`config.mk`:
```
export PLATFORM = sky130hd
export DESIGN_NAME = kd_tree_seq_ctrl
export DESIGN_NICKNAME = d
export VERILOG_FILES = /design/src/rtl/kd_tree_seq_ctrl.sv
export SDC_FILE = /design/constraint.sdc
export NUM_CORES = 1
export LEC_CHECK = 0
export CAP_MARGIN = 20
export CORE_ASPECT_RATIO = 0.5
export CORE_MARGIN = 5
export CORE_UTILIZATION = 47
export CTS_CLUSTER_SIZE = 28
export DETAILED_ROUTE_END_ITERATION = 16
export PLACE_DENSITY = 0.8
export SETUP_SLACK_MARGIN = 0.4
export SYNTH_ARGS = -nofsm -noshare
export SYNTH_HDL_FRONTEND = slang
export SYNTH_SLANG_ARGS = --single-unit
```
`constraint.sdc`:
```
create_clock -name clk -period 2.18 [get_ports clk]
set_input_delay 0.436 -clock clk [delete_from_list [all_inputs] [get_ports clk]]
set_output_delay 0.436 -clock clk [all_outputs]
set_load 0.05 [all_outputs]
```
`src/rtl/kd_tree_seq_ctrl.sv`:
```
// kd_tree_seq_ctrl: sequencer for the command/data top port of a kd-tree root node.
// Each run has three phases: reset the tree, fill NUM_CENTERS centers from a
// valid/ready stream, then issue start_sorting and wait for valid_sort.
// Every phase that waits on the root has a timeout, which ends the run in ERR.
// Optional build macro KD_TREE_SEQ_PERF_EN adds the run_cycles/stall_cycles counters.
module kd_tree_seq_ctrl #(
   parameter int CMD_W       = 5,
   parameter int DATA_W      = 24,
   parameter int NUM_CENTERS = 7,
   parameter int TIMEOUT     = 1024,
   parameter int CNT_W       = $clog2(NUM_CENTERS + 1)
) (
   input  logic              clk,
   input  logic              reset,
   input  logic              start,
   input  logic              abort,
   input  logic [DATA_W-1:0] center_data,
   input  logic              center_valid,
   output logic              center_ready,
   input  logic [CMD_W-1:0]  root_cmd_in,
   output logic [CMD_W-1:0]  root_cmd_out,
   output logic [DATA_W-1:0] root_data_out,
   output logic              busy,
   output logic              done,
   output logic              error,
   output logic [1:0]        err_phase
`ifdef KD_TREE_SEQ_PERF_EN
   ,
   output logic [31:0]       run_cycles,
   output logic [31:0]       stall_cycles
`endif
);

   localparam int TMO_W = $clog2(TIMEOUT + 1);
   localparam logic [TMO_W-1:0] TMO_LAST = TMO_W'(TIMEOUT - 1);
   localparam logic [CNT_W-1:0] CNT_FULL = CNT_W'(NUM_CENTERS);

   localparam logic [CMD_W-1:0] CMD_NOP           = CMD_W'('h00);
   localparam logic [CMD_W-1:0] CMD_RST           = CMD_W'('h1f);
   localparam logic [CMD_W-1:0] CMD_RST_DONE      = CMD_W'('h1e);
   localparam logic [CMD_W-1:0] CMD_FILL          = CMD_W'('h01);
   localparam logic [CMD_W-1:0] CMD_FILL_DONE     = CMD_W'('h05);
   localparam logic [CMD_W-1:0] CMD_START_SORTING = CMD_W'('h09);
   localparam logic [CMD_W-1:0] CMD_VALID_SORT    = CMD_W'('h0f);

   typedef enum logic [2:0] {
      S_IDLE,
      S_RST,
      S_FILL,
      S_SORT_ISSUE,
      S_SORT_WAIT,
      S_DONE,
      S_ERR
   } state_t;

   state_t           state;
   state_t           state_nxt;
   logic [CNT_W-1:0] sent_cnt;
   logic [TMO_W-1:0] tmo_cnt;
   logic             tmo_exp;
   logic             fill_full;
   logic             fill_xfer;
   logic             launch;
   logic [1:0]       err_code;

   assign center_ready = (state == S_FILL) && (sent_cnt < CNT_FULL);
   assign fill_full    = (sent_cnt == CNT_FULL);
   assign fill_xfer    = center_valid && center_ready;
   assign tmo_exp      = (tmo_cnt == TMO_LAST);

   // Next-state decode; abort overrides every other transition, including start.
   always_comb begin
      state_nxt = state;
      launch    = 1'b0;
      err_code  = 2'd0;
      unique case (state)
         S_IDLE, S_DONE, S_ERR: begin
            if (start) begin
               state_nxt = S_RST;
               launch    = 1'b1;
            end
         end
         S_RST: begin
            err_code = 2'd1;
            if (root_cmd_in == CMD_RST_DONE) state_nxt = S_FILL;
            else if (tmo_exp)                state_nxt = S_ERR;
         end
         S_FILL: begin
            err_code = 2'd2;
            // fill_done wins over a timeout; a word handshaken this cycle is still sent
            if (root_cmd_in == CMD_FILL_DONE) state_nxt = S_SORT_ISSUE;
            else if (fill_full && tmo_exp)    state_nxt = S_ERR;
         end
         S_SORT_ISSUE: begin
            if (root_cmd_in == CMD_VALID_SORT) state_nxt = S_DONE;
            else                               state_nxt = S_SORT_WAIT;
         end
         S_SORT_WAIT: begin
            err_code = 2'd3;
            if (root_cmd_in == CMD_VALID_SORT) state_nxt = S_DONE;
            else if (tmo_exp)                  state_nxt = S_ERR;
         end
         default: state_nxt = S_IDLE;
      endcase
      if (abort) begin
         state_nxt = S_IDLE;
         launch    = 1'b0;
      end
   end

   // Sequencer state, counters and registered root/status outputs.
   always_ff @(posedge clk) begin
      if (reset) begin
         state         <= S_IDLE;
         sent_cnt      <= '0;
         tmo_cnt       <= '0;
         root_cmd_out  <= CMD_NOP;
         root_data_out <= '0;
         busy          <= 1'b0;
         done          <= 1'b0;
         error         <= 1'b0;
         err_phase     <= 2'd0;
      end else begin
         state <= state_nxt;

         // FILL only arms its timeout once every center has been sent
         if (state_nxt != state || (state == S_FILL && !fill_full)) tmo_cnt <= '0;
         else                                                        tmo_cnt <= tmo_cnt + 1'b1;

         if (abort || launch)                   sent_cnt <= '0;
         else if (state == S_FILL && fill_xfer) sent_cnt <= sent_cnt + 1'b1;

         root_cmd_out <= CMD_NOP;
         if (!abort) begin
            unique case (state)
               S_RST: root_cmd_out <= CMD_RST;
               S_FILL: begin
                  if (fill_xfer) begin
                     root_cmd_out  <= CMD_FILL;
                     root_data_out <= center_data;
                  end
               end
               S_SORT_ISSUE: begin
                  root_cmd_out  <= CMD_START_SORTING;
                  root_data_out <= '0;
               end
               default: root_cmd_out <= CMD_NOP;
            endcase
         end

         busy  <= state_nxt inside {S_RST, S_FILL, S_SORT_ISSUE, S_SORT_WAIT};
         done  <= (state_nxt == S_DONE);
         error <= (state_nxt == S_ERR);

         if (state_nxt == S_ERR && state != S_ERR) err_phase <= err_code;
         else if (state_nxt != S_ERR)              err_phase <= 2'd0;
      end
   end

`ifdef KD_TREE_SEQ_PERF_EN
   // Saturating run-length and input-stall counters, cleared when a run launches.
   always_ff @(posedge clk) begin
      if (reset) begin
         run_cycles   <= '0;
         stall_cycles <= '0;
      end else if (launch) begin
         run_cycles   <= '0;
         stall_cycles <= '0;
      end else begin
         if ((state inside {S_RST, S_FILL, S_SORT_ISSUE, S_SORT_WAIT}) && run_cycles != '1)
            run_cycles <= run_cycles + 1'b1;
         if (center_ready && !center_valid && stall_cycles != '1)
            stall_cycles <= stall_cycles + 1'b1;
      end
   end
`endif

endmodule

```
==> key figures <==
Global routing
  – Largest net degree at the start of global routing: 28
  – Global-route wire length before repair: 11,300 um
  – Remaining global-route overflow: 0
  – Antenna violations before repair: 0
  – Vias in the first global route: 2,481
  – Total global-route track usage: 22.4%

Clock network
  – CTS tree: built
  – Root buffer cell: clkbuf_8
  – Clock transition at path regs: 0.10 ns
  – H-tree Lvls: 2
  – Max Buffers Root-to-Sink: 2
  – Clock Latency Late Sink: about 0.31 ns
  – TritonCTS Buffers: 5
  – Clk sinks: 49

Synth
  – Asr flop ratio synth: 0%
  – Avg Inst Size Synth: 8.26 um2
  – Area contributors post-synth: dfxtp_1 (43%), nand3_1 (7.6%), a21oi_1 (7.0%)
  – Share of the synthesized area in the top cell type: between 40% and 50%
  – Yosys warns: 0
  – Synth area leader: dfxtp_1
  – Mapped Nets: 315
  – Synth cell types: 50
  – Dominant synthesized flop cell: dfxtp_1
  – Mapped Cells: 278
  – Area of the mapped netlist: 2300 um2
  – EDFF count, synth: 0
  – Seq/Total Area, Yosys: 42.7%
  – Seq cells post-synth: 49

Floorplanning
  – Die Ht: slightly below 60 um
  – Die area: 6470 um2
  – IO Pins: 69
  – CORE AREA: between 4000 and 5000 um2
  – Row count: 18
  – Initial Utilization: 47.6%
  – Die W: 109 um

Drt
  – Vias per inst: 5.90
  – Routed WL: 8570 um
  – Post-DRT Antenna Nets: 0
  – Pre-Repair DR Iteration Count: 5
  – DRC violation count after routing: 0
  – Initial DRC Count: 166
  – WL/cell: 18.5 um
  – Via Count: 2,733

Min path
  – Worst min path class: flip-flop to flip-flop
  – Worst Hold Launch: root_data_out[9]

Critical path
  – Critical Path AT: 2.20 ns
  – CP Capture Type: flip-flop
  – Crit start category: flip-flop
  – CP max stage delay: 0.38 ns
  – Cell chain of the critical path: ha_1 > ha_1 > o211a_1 > o21a_1 > o21ai_1 > o211ai_1 > buf_4 > nor2_1
  – CP max-delay cell: dfxtp_1
  – Worst Path Required: between 2 and 2.5 ns
  – Reg2reg start: sent_cnt[1]
  – Crit path kind: flip-flop to flip-flop
  – Crit-path max FO: 5
  – Cell mode on critical path: ha_1
  – Setup crit start: sent_cnt[1]

Timing
  – Final worst setup slack: 0.218 ns
  – Slew margin rel.: 62.4%
  – Worst Skew: 0.0103 ns
  – Final setup violation count: 0
  – Period utilisation layout: between 90% and 100%
  – Slew @ Worst Pin: 0.567 ns
  – Unrepaired setup endpoints after global routing: yes
  – Final Max Slew Viols: 0
  – Fmax: slightly above 0.5 GHz
  – Fin. Hold Viols: 0
  – Tmin final: just under 2 ns

Place
  – DPL Wire Length: 4530 um
  – Gp weighted congestion: 0.901
  – Dpl ws: -0.274 ns
  – DP Cell Count: 422
  – Port bufs: just under 70

Flow run
  – Max-cap viol count: 0

Final layout
  – Area growth, synth to finish: 71.9%
  – Reg area: between 1000 and 1500 um2
  – Nets: 429
  – Post-Layout Cell Count: 463
  – Most common cell after layout, fill and taps aside: buf_4
  – Fill count: 267
  – Area of the multi-input gates: 1530 um2
  – N_diodes: 0
  – Most frequent cells in the layout: buf_4 (46), dfxtp_1 (38), dlygate4sd2_1 (35)
  – Layout cell share with drive strength beyond 1: 40.5%

Pwr
  – Leak pwr: 1.59 nW
  – Power Density: 456 nW/um2
  – Final Power: 1.80 mW
  – Max IR drop VDD: 0.000289 V

Outcome
  – Status: completed
## cell families (layout without fill, tap and decap cells)
kind of cell               after synthesis  count (layout)  synth area share [%]
adders and majority gates                3               3                  1.64
AOI/OAI and AO/OA                       64              64                  18.2
DFF                                     49              49                  42.7
xor gates and xnor gates                 9               9                  3.43
muxes                                    1               1                 0.490
buffers and inverters                   26             141                  6.05
and+or+nand+nor                        126             126                  27.5
## worst max-delay path: cells and delay by family, from the launching register on
kind	cells	cell delay [ns]
adders and majority gates	2	0.43
buffers and inverters	1	0.19
AOI/OAI and AO/OA	4	0.76
DFF	1	0.38
and+or+nand+nor	1	0.12
## per-stage QoR
stage	instance area, um2	TNS, ns	utilization [%]	hold WS, ns
final	3950	0	81.9	0.471
after detailed placement	3180	-2.09	66.0	0.448
after CTS	3470	0	72.0	0.459
after global placement	3180	-1.07	66.0	0.433
after global routing	3950	0	81.9	0.495
after floorplan	2310	0	-	0.418
## synth_stat cells, types with 3 or more instances
library cell  instances
a21oi_1              32
a31oi_1               3
and3_1                3
buf_2                 9
buf_4                 4
clkbuf_1              5
dfxtp_1              49
ha_1                  3
inv_1                 5
nand2_1              36
nand2b_1              6
nand3_1              35
nor2_1               26
nor2b_1               3
nor3_1                3
nor4_1                3
o21ai_0               8
xnor2_1               4
xor2_1                5
## power breakdown
part | leakage (nW) | total, mW | internal (mW) | switching, mW
registers | 0.402 | 0.904 | 0.896 | 0.00792
clock network | 0.0585 | 0.668 | 0.344 | 0.324
logic | 1.13 | 0.227 | 0.121 | 0.106
## sequential cells by signal, summed over array words and instances (netlist names)
signal and cells:
busy 1, sent_cnt 3, done 1, root_data_out 24, error 1, root_cmd_out 3, state 3, err_phase 2
tmo_cnt 11
## final cells by class
| cell class | instances | area share (%) |
|---|---|---|
| clock buffers | 5 | 1.74 |
| clock inverters | 3 | 1.11 |
| inverters | 6 | 0.571 |
| multi-input cells | 203 | 38.9 |
| flip-flops and latches | 49 | 25.6 |
| well taps | 70 | 2.22 |
| repair buffers | 127 | 29.9 |
## what timing repair did
action                     CTS  global route
resized for setup           80            98
buffers inserted            16            13
pin swaps                   17            39
hold endpoints to repair     0             0
cloned                       1             3
setup endpoints to repair   77            42
hold buffers                 0             0
## per-layer routing
metal  vias up  wire length [um]  global-route usage [%]
li1       1208                 -                       -
met1      1301              3290                    25.0
met2       171              4230                    41.3
met3        53               667                    5.22
met4         0               384                    10.3
met5         -                 0                       0
## worst paths after layout
check | slack, ns | endpoint | cells after the start
setup / recovery | 0.22 | tmo_cnt[5] | 8
hold reg to reg | 0.47 | root_data_out[9] | 2
setup reg to reg | 0.22 | tmo_cnt[5] | 8
hold / removal | 0.47 | root_data_out[9] | 2
(Power assumes the default switching activity.)
